[config.mk]
export PLATFORM = sky130hd
export DESIGN_NAME = motor_pwm_driver
export DESIGN_NICKNAME = d
export VERILOG_FILES = /design/src/rtl/motor_pwm_pkg.sv /design/src/rtl/motor_pwm_channel.sv /design/src/rtl/motor_pwm_driver.sv
export SDC_FILE = /design/constraint.sdc
export NUM_CORES = 1
export LEC_CHECK = 0
export CAP_MARGIN = 20
export CORE_ASPECT_RATIO = 1.5
export CORE_UTILIZATION = 59
export CTS_CLUSTER_DIAMETER = 50
export DETAILED_ROUTE_END_ITERATION = 10
export PLACE_DENSITY = 0.91
export SLEW_MARGIN = 10
export SYNTH_ARGS = -nofsm -noshare
export SYNTH_HDL_FRONTEND = slang
export SYNTH_HIERARCHICAL = 1
export SYNTH_SLANG_ARGS = --single-unit
[constraint.sdc]
create_clock -name PCLK -period 4.1 [get_ports PCLK]
set_input_delay 1.025 -clock PCLK [delete_from_list [all_inputs] [get_ports PCLK]]
set_output_delay 1.025 -clock PCLK [all_outputs]
set_load 0.005 [all_outputs]
[src/rtl/motor_pwm_pkg.sv]
// motor_pwm_pkg: shared types and constants for the two-channel H-bridge PWM driver
package motor_pwm_pkg;
    localparam int DUTY_W = 8;
    localparam logic DIR_FWD = 1'b0;
    localparam logic DIR_REV = 1'b1;
    typedef enum logic [1:0] {IDLE, RUN, DEAD} state_t;
endpackage

[src/rtl/motor_pwm_channel.sv]
// motor_pwm_channel: per-wheel FSM, dead-time counter, effective duty and registered bridge inputs
// STEP is the per-period duty slew limit; a STEP above full scale gives a plain step response
module motor_pwm_channel
    import motor_pwm_pkg::*;
#(
    parameter int DEADTIME_PERIODS = 2,
    parameter int STEP = 4
) (
    input  logic              PCLK,
    input  logic              PRESERN,
    input  logic              period_start,
    input  logic [DUTY_W-1:0] pwm_cnt,
    input  logic [DUTY_W-1:0] duty,
    input  logic              en,
    input  logic              dir,
    output logic              in_1,
    output logic              in_2,
    output logic [DUTY_W-1:0] eff_duty
);
    state_t state, state_n;
    logic cur_dir, dir_n, go, pwm;
    logic [7:0] dead_cnt, dead_n;
    logic [DUTY_W-1:0] eff_n;

    function automatic logic [DUTY_W-1:0] ramp(input logic [DUTY_W-1:0] cur, input logic [DUTY_W-1:0] tgt);
        int d;
        d = int'(tgt) - int'(cur);
        d = d > STEP ? STEP : d < -STEP ? -STEP : d;
        return DUTY_W'(int'(cur) + d);
    endfunction

    assign go = en && duty != '0;
    assign pwm = state == RUN && pwm_cnt < eff_duty;

    always_comb begin
        state_n = state;
        dir_n = cur_dir;
        dead_n = dead_cnt;
        eff_n = eff_duty;
        if (period_start) begin
            case (state)
                IDLE: if (go) begin
                    state_n = RUN;
                    dir_n = dir;
                    eff_n = ramp('0, duty);
                end
                RUN: if (!go) begin
                    state_n = IDLE;
                    eff_n = '0;
                end else if (dir != cur_dir) begin
                    state_n = DEAD;
                    dead_n = 8'(DEADTIME_PERIODS);
                    eff_n = '0;
                end else begin
                    eff_n = ramp(eff_duty, duty);
                end
                DEAD: begin
                    // the coast interval always runs to completion, whatever dir does meanwhile
                    dead_n = dead_cnt == '0 ? '0 : dead_cnt - 8'd1;
                    if (dead_n == '0) begin
                        state_n = go ? RUN : IDLE;
                        dir_n = go ? dir : cur_dir;
                        eff_n = go ? ramp('0, duty) : '0;
                    end
                end
                default: begin
                    state_n = IDLE;
                    eff_n = '0;
                end
            endcase
        end
    end

    // both bridge inputs derive from one registered cur_dir, so they can never be high together
    always_ff @(posedge PCLK or negedge PRESERN) begin
        if (!PRESERN) begin
            state <= IDLE;
            cur_dir <= DIR_FWD;
            dead_cnt <= '0;
            eff_duty <= '0;
            in_1 <= 1'b0;
            in_2 <= 1'b0;
        end else begin
            state <= state_n;
            cur_dir <= dir_n;
            dead_cnt <= dead_n;
            eff_duty <= eff_n;
            in_1 <= pwm && cur_dir == DIR_FWD;
            in_2 <= pwm && cur_dir == DIR_REV;
        end
    end
endmodule

[src/rtl/motor_pwm_driver.sv]
// motor_pwm_driver: shared prescaler/PWM counter feeding right and left H-bridge channels
// Define MOTOR_RAMP_EN to slew-limit the effective duty by RAMP_STEP per period
module motor_pwm_driver
    import motor_pwm_pkg::*;
#(
    parameter int PRESCALE = 391,
    parameter int DEADTIME_PERIODS = 2,
    parameter int RAMP_STEP = 4
) (
    input  logic              PCLK,
    input  logic              PRESERN,
    input  logic [DUTY_W-1:0] PWM_DUTY_R,
    input  logic [DUTY_W-1:0] PWM_DUTY_L,
    input  logic              PWM_EN_R,
    input  logic              PWM_EN_L,
    input  logic              PWM_DIR_R,
    input  logic              PWM_DIR_L,
    output logic              MOTOR_R_IN1,
    output logic              MOTOR_R_IN2,
    output logic              MOTOR_L_IN1,
    output logic              MOTOR_L_IN2,
    output logic [DUTY_W-1:0] CUR_DUTY_R,
    output logic [DUTY_W-1:0] CUR_DUTY_L,
    output logic              PERIOD_TICK
);
`ifdef MOTOR_RAMP_EN
    localparam bit RAMP_EN = 1'b1;
`else
    localparam bit RAMP_EN = 1'b0;
`endif
    localparam int STEP = RAMP_EN ? RAMP_STEP : 256;
    localparam int PS_W = PRESCALE > 1 ? $clog2(PRESCALE) : 1;

    logic [PS_W-1:0] psc;
    logic [DUTY_W-1:0] pwm_cnt;
    logic step, period_start;

    assign step = psc == PS_W'(PRESCALE - 1);
    assign period_start = step && pwm_cnt == '1;

    always_ff @(posedge PCLK or negedge PRESERN) begin
        if (!PRESERN) begin
            psc <= '0;
            pwm_cnt <= '0;
            PERIOD_TICK <= 1'b0;
        end else begin
            psc <= step ? '0 : psc + PS_W'(1);
            pwm_cnt <= pwm_cnt + DUTY_W'(step);
            PERIOD_TICK <= period_start;
        end
    end

    motor_pwm_channel #(.DEADTIME_PERIODS(DEADTIME_PERIODS), .STEP(STEP)) u_r (
        .PCLK(PCLK), .PRESERN(PRESERN), .period_start(period_start), .pwm_cnt(pwm_cnt),
        .duty(PWM_DUTY_R), .en(PWM_EN_R), .dir(PWM_DIR_R),
        .in_1(MOTOR_R_IN1), .in_2(MOTOR_R_IN2), .eff_duty(CUR_DUTY_R)
    );

    motor_pwm_channel #(.DEADTIME_PERIODS(DEADTIME_PERIODS), .STEP(STEP)) u_l (
        .PCLK(PCLK), .PRESERN(PRESERN), .period_start(period_start), .pwm_cnt(pwm_cnt),
        .duty(PWM_DUTY_L), .en(PWM_EN_L), .dir(PWM_DIR_L),
        .in_1(MOTOR_L_IN1), .in_2(MOTOR_L_IN2), .eff_duty(CUR_DUTY_L)
    );
endmodule

# Yosys cells after proc, flatten, opt, wreduce, memory -nomap -nowiden
# Cells that the tools add are included.
[totals]
register_bits = 60
in_bits = 22
output_inout_bits = 21
word_cells = 129
[classes]
addsub = 8
n_lt_le_gt_ge = 10
eq_ne = 18
muxes = 47
bitwise_logic = 2
reduce_logical = 29
[ops]
columns = ["cell", "count"]
rows = [
  ["$mux W8", 24],
  ["$pmux W8 S3", 2],
  ["$lt A9 B9 Y1 const B", 4],
  ["$logic_not A8 Y1", 4],
  ["$pmux W8 S2", 2],
  ["$gt A9 B10 Y1 const B", 2],
  ["$gt A8 B9 Y1 const B", 2],
  ["$sub A8 B8 Y9", 2],
  ["$add A8 B8 Y8", 2],
  ["$lt A8 B8 Y1", 2],
  ["$mux W2", 8],
  ["$reduce_and A4 Y1", 4],
  ["$reduce_bool A8 Y1", 2],
  ["$sub A8 B1 Y8 const B", 2],
  ["$ne A2 B1 Y1 const B", 6],
  ["$pmux W2 S3", 2],
  ["$reduce_and A3 Y1", 4],
  ["$add A9 B1 Y9 const B", 1],
  ["$eq A9 B9 Y1 const B", 1],
  ["$logic_and A1 B1 Y1", 9],
  ["$mux W9", 1],
  ["$add A8 B1 Y8", 1],
  ["$eq A8 B8 Y1 const B", 1],
  ["$reduce_bool A2 Y1", 4],
  ["other kinds (9)", 22],
]

# Longest topological paths before layout
[logic_depth]
depth_word = 8
mapped_depth = 15

# Hierarchy
# Netlist, hierarchy kept.
[by_module_without_submodules]
columns = ["mod", "instances", "cells_each", "area_per_inst_um2", "seq_area_each_um2"]
rows = [
  ["motor_pwm_channel (u_l)", 1, 219, 1973.1, 525.5],
  ["motor_pwm_channel (u_r)", 1, 213, 1896.8, 525.5],
  ["motor_pwm_driver", 1, 66, 777.0, 450.4],
]

# Worst setup path before layout
# OpenSTA, ideal clock, no wires.
[synth_path]
path_kind = "input-to-reg"
from = "in PWM_DUTY_R[0]"
to = "reg u_r.eff_duty[7]"
t_arrival_ns = 3.509
required_time_ns = 4.014
slack_ns = 0.505
stages = 13
n_path_buf = 0
path_cell_list = "inv_1 ha_1 inv_1 fa_1 a21o_1 a21oi_1 xnor2_1 ha_1 o21a_1 a2111oi_0 nor3_1 a211o_1 a32oi_1"
[synth_via]
elab_chain_cells = 8
[synth_rtl]
columns = ["element", "line_no", "text"]
rows = [
  ["from (decl)", "motor_pwm_driver.sv:12", "input logic [DUTY_W-1:0] PWM_DUTY_R,"],
  ["$sub A8 B8 Y9", "motor_pwm_channel.sv:27", "d = int'(tgt) - int'(cur);"],
  ["$lt A9 B9 Y1", "motor_pwm_channel.sv:28", "d = d > STEP ? STEP : d < -STEP ? -STEP : d;"],
  ["$mux W8 (2 in a row)", "motor_pwm_channel.sv:28", ""],
  ["$add A8 B8 Y8", "motor_pwm_channel.sv:29", "return DUTY_W'(int'(cur) + d);"],
  ["$mux W8", "motor_pwm_channel.sv:50", "end else if (dir != cur_dir) begin"],
  ["$mux W8", "motor_pwm_channel.sv:47", "RUN: if (!go) begin"],
  ["$pmux W8 S3", "motor_pwm_channel.sv:41", "case (state)"],
  ["to (signal assigned)", "motor_pwm_channel.sv:87", "eff_duty <= eff_n;"],
  ["to (decl)", "motor_pwm_channel.sv:18", "output logic [DUTY_W-1:0] eff_duty"],
]
# Parallel ways exist; a longest one is shown, timed or not. The select of a mux whose other input is x is not followed.
# A chain may end at the register's enable or synchronous reset.

# Worst setup path in the final report
# Same ends and word-level chain as after synthesis.

==> impl_metrics.prom <==
# TYPE chip_impl_metric gauge
chip_impl_metric{name="detail_route.drc_violations",unit=""} 0
chip_impl_metric{name="die_x",unit="um"} 74.5
chip_impl_metric{name="detailroute.via_count",unit=""} 4180
chip_impl_metric{name="cts_buffers",unit=""} 9
chip_impl_metric{name="final_net_count",unit=""} 628
chip_impl_info{name="ys_dominant_reg_cell",value="sky130_fd_sc_hd__dfrtp_1"} 1
chip_impl_info{name="path_cells",value="clkdlybuf4s50_1 > inv_1 > ha_1 > inv_1 > fa_1 > a21o_1 > a21oi_2 > o21bai_1 > a21oi_1 > xnor2_1 > ha_1 > buf_4 > nor3_1 > nor3_1 > nand4_1 > a32oi_1"} 1
chip_impl_info{name="grt_setup_unrepaired",value="false"} 1
chip_impl_info{name="tritoncts",value="done"} 1
chip_impl_metric{name="drtPass1Iterations",unit=""} 5
chip_impl_metric{name="grt.total_usage",unit="%"} 30.4
chip_impl_metric{name="yosysWarningCount",unit=""} 6
chip_impl_metric{name="fillers",unit=""} 567
chip_impl_metric{name="via_per_inst",unit=""} 6.32
chip_impl_metric{name="finalWorstPathRequiredPeriod",unit="ns"} 3.91
chip_impl_info{name="yosys-top-cells-count",value="sky130_fd_sc_hd__dfrtp_1, sky130_fd_sc_hd__ha_1, sky130_fd_sc_hd__inv_1, sky130_fd_sc_hd__nor2_1, sky130_fd_sc_hd__nand2_1"} 1
chip_impl_metric{name="dp_worst_setup_slack",unit="ns"} -0.102
chip_impl_metric{name="io_pins",unit=""} 43
chip_impl_metric{name="setup_violations",unit=""} 0
chip_impl_info{name="result_of_the_run",value="complete, no violations"} 1
chip_impl_metric{name="synth_cells",unit=""} 498
chip_impl_metric{name="antenna_found_initial",unit=""} 0
chip_impl_metric{name="worst_hold_slack",unit="ns"} 0.516
chip_impl_metric{name="ys_ff_latch",unit=""} 60
chip_impl_metric{name="number_of_global_route_vias_before_repair",unit=""} 4353
chip_impl_metric{name="synthesized_netlist_net_count",unit=""} 572
chip_impl_metric{name="grt_max_degree",unit=""} 32
chip_impl_metric{name="antenna-diode-count",unit=""} 0
chip_impl_metric{name="highest_attainable_clock_frequency",unit="MHz"} 256
chip_impl_metric{name="cts.path.max_buffers",unit=""} 2
chip_impl_metric{name="place.detailed.hpwl",unit="mm"} 8.64
chip_impl_metric{name="worst-slew-pin-transition",unit="ns"} 0.925
chip_impl_metric{name="power_density",unit="mW/mm^2"} 297
chip_impl_metric{name="area_taken_by_multi_input_logic_gates",unit="sq mm"} 0.00297
chip_impl_metric{name="cts_hold_buf",unit=""} 0
chip_impl_metric{name="drt_first_iter_violations",unit=""} 274
chip_impl_info{name="cp_endpoint_kind",value="flop"} 1
chip_impl_metric{name="post-synth-top-area-fraction",unit="%"} 32.3
chip_impl_metric{name="coreArea",unit="sq mm"} 0.00761
chip_impl_metric{name="std_cell_rows",unit=""} 39
chip_impl_info{name="crit_slowest_cell",value="sky130_fd_sc_hd__clkdlybuf4s50_1"} 1
chip_impl_metric{name="gp_routability_congestion",unit=""} 0.977
chip_impl_metric{name="period_share",unit="%"} 95.4
chip_impl_metric{name="largest_fanout_of_any_net_on_the_critical_path",unit=""} 2
chip_impl_metric{name="floorplan.die_area",unit="sq mm"} 0.00824
chip_impl_metric{name="start_util",unit="%"} 61.0
chip_impl_metric{name="clock_sinks",unit=""} 60
chip_impl_metric{name="areaGrowthSynthToFinish",unit="%"} 18.8
chip_impl_metric{name="worst_setup_hold_path_clk_slew",unit="ns"} 0.05
chip_impl_metric{name="overflow",unit=""} 0
chip_impl_metric{name="die_h",unit="um"} 111
chip_impl_info{name="synth.area.top_cells",value="sky130_fd_sc_hd__dfrtp_1, sky130_fd_sc_hd__ha_1, sky130_fd_sc_hd__xnor2_1"} 1
chip_impl_metric{name="numPortBuffers",unit=""} 42
chip_impl_metric{name="wirelength",unit="mm"} 11.7
chip_impl_info{name="netlist.top_cell.by_area",value="sky130_fd_sc_hd__dfrtp_1"} 1
chip_impl_metric{name="yosys_cell_types",unit=""} 77
chip_impl_info{name="yosys.cell_count.top_type",value="sky130_fd_sc_hd__dfrtp_1"} 1
chip_impl_metric{name="largest_stage_delay_on_the_critical_path",unit="ns"} 0.43
chip_impl_metric{name="synth_enable_flop_cells",unit=""} 0
chip_impl_metric{name="ant_nets",unit=""} 0
chip_impl_metric{name="syn-mean-instance-area",unit="sq um"} 9.33
chip_impl_info{name="worst_setup_path_start_kind",value="input port"} 1
chip_impl_metric{name="place_inst",unit=""} 645
chip_impl_metric{name="grt_pass1_wl",unit="mm"} 19.2
chip_impl_metric{name="postCtsSetupRepairBufs",unit=""} 0
chip_impl_metric{name="critPathRequiredTime",unit="ns"} 4.33
chip_impl_metric{name="peakVddDrop",unit="mV"} 0.198
chip_impl_metric{name="total_leakage_power",unit="nW"} 2.50
chip_impl_info{name="critPathKind",value="in2reg"} 1
chip_impl_info{name="clock_root_buffer_master",value="sky130_fd_sc_hd__clkbuf_16"} 1
chip_impl_metric{name="sequential_cell_area",unit="sq mm"} 0.00150
chip_impl_metric{name="htree_levels",unit=""} 3
chip_impl_metric{name="setup_slack",unit="ns"} 0.189
chip_impl_metric{name="number_of_instances_resized_during_post_cts_repair",unit=""} 0
chip_impl_metric{name="clk_latency",unit="ns"} 0.33
chip_impl_metric{name="timing.max_slew.rel_slack",unit="%"} 38.4
chip_impl_metric{name="routed_wire_length_per_instance",unit="um"} 17.8
chip_impl_info{name="path_category_of_the_worst_min_delay_check",value="reg2reg"} 1
chip_impl_metric{name="drive_above_1_share",unit="%"} 9.84
chip_impl_metric{name="critical_path_arrival",unit="ns"} 4.15
chip_impl_metric{name="hold_viol",unit=""} 0
chip_impl_metric{name="syn_area",unit="sq mm"} 0.00465
chip_impl_metric{name="synth_sequential_area_ratio",unit="%"} 32.3
chip_impl_metric{name="final.setup_skew",unit="ns"} 0.00556
chip_impl_metric{name="maxCapViolations",unit=""} 0
chip_impl_metric{name="final_slew_violations",unit=""} 0
chip_impl_metric{name="synthArstFlopShare",unit="%"} 100
chip_impl_metric{name="post_layout_nonfiller_instances",unit=""} 661
==> where the power goes <==
part	internal (mW)	switching, mW	total (mW)
sequential	0.597	0.00550	0.602
combinational	0.131	0.156	0.287
clock	0.471	0.281	0.753
total	1.20	0.442	1.64
==> placed cells by master, fill, tap and decap left out, types with 4 or more instances in the layout <==
cell                               n
sky130_fd_sc_hd__a211oi_1          4
sky130_fd_sc_hd__a21o_1           10
sky130_fd_sc_hd__a21oi_1          28
sky130_fd_sc_hd__a22oi_1           5
sky130_fd_sc_hd__buf_4            10
sky130_fd_sc_hd__clkbuf_16         9
sky130_fd_sc_hd__clkdlybuf4s50_1  41
sky130_fd_sc_hd__dfrtp_1          60
sky130_fd_sc_hd__fa_1              4
sky130_fd_sc_hd__ha_1             48
sky130_fd_sc_hd__inv_1            36
sky130_fd_sc_hd__mux2i_1          10
sky130_fd_sc_hd__nand2_1          35
sky130_fd_sc_hd__nand2b_1          5
sky130_fd_sc_hd__nand3_1          18
sky130_fd_sc_hd__nand4_1           9
sky130_fd_sc_hd__nor2_1           36
sky130_fd_sc_hd__nor2b_1           8
sky130_fd_sc_hd__nor3_1           15
sky130_fd_sc_hd__o21a_1            7
sky130_fd_sc_hd__o21ai_0          26
sky130_fd_sc_hd__o21bai_1          5
sky130_fd_sc_hd__o22ai_1           7
sky130_fd_sc_hd__o31ai_1           4
sky130_fd_sc_hd__or3_1             5
sky130_fd_sc_hd__or4_1             4
sky130_fd_sc_hd__xnor2_1          23
sky130_fd_sc_hd__xor2_1           11
==> routing by layer <==
metal	wire length [um]	vias up	global-route usage, %
met2	6410	172	55.6
met1	4200	2018	29.8
li1	-	1937	-
met4	609	0	18.0
met3	517	53	6.09
met5	0	-	0
==> state kept, by name (all words and copies together), names as in the netlist <==
name	flops
u_r/state	2
psc	9
PERIOD_TICK	1
u_r/in_1	1
u_l/cur_dir	1
u_r/cur_dir	1
u_l/state	2
u_l/in_2	1
u_r/eff_duty	8
pwm_cnt	8
u_l/in_1	1
u_l/dead_cnt	8
u_r/in_2	1
u_r/dead_cnt	8
u_l/eff_duty	8
==> per-stage QoR <==
stage	power (mW)	setup TNS [ns]	instance area, sq um	utilization [%]
final	1.64	0	5520	72.6
after global routing	1.71	0	5520	72.6
after CTS	1.64	0	5510	72.4
after detailed placement	0.886	-0.129	5210	68.5
after global placement	0.872	0	5210	68.5
after floorplan	0.791	0	4650	-
==> kinds of logic (layout without fill, tap and decap cells) <==
family,Yosys count,in the layout,share of synthesized area (%)
DFF,60,60,32.3
xor gates and xnor gates,34,34,6.41
and+or+nand+nor,164,164,19.3
adders and majority gates,52,52,14.6
muxes,13,13,2.96
AOI/OAI and AO/OA,132,132,20.3
buffers and inverters,43,104,4.04
==> worst max-delay path, delay by kind of cell <==
family                     cells  cell delay, ns
adders and majority gates      3            0.80
xor gates and xnor gates       1            0.15
buffers and inverters          4            0.71
AOI/OAI and AO/OA              5            0.89
and+or+nand+nor                3            0.56
==> layout make-up <==
type / count / share of cell area (%)
Clock buffer: 9 / 4.08
Inverter: 36 / 2.45
Tap cell: 102 / 2.31
Clock inverter: 7 / 1.36
Multi-Input combinational cell: 395 / 53.7
Sequential cell: 60 / 27.2
Timing Repair Buffer: 52 / 8.88
==> final timing paths <==
check,startpoint,to,slack [ns],cells after the start
max,PWM_DUTY_R[0],u_r/eff_duty[7],0.19,16
min,u_r/dead_cnt[7],u_r/dead_cnt[7],0.52,1
max reg2reg,u_r/eff_duty[0],u_r/eff_duty[7],0.90,14
min reg2reg,u_r/dead_cnt[7],u_r/dead_cnt[7],0.52,1
max in group asynchronous,PRESERN,pwm_cnt[6],2.52,2
min in group asynchronous,PRESERN,u_l/dead_cnt[3],0.72,1
No activity file was read; power rests on OpenSTA's default activity.
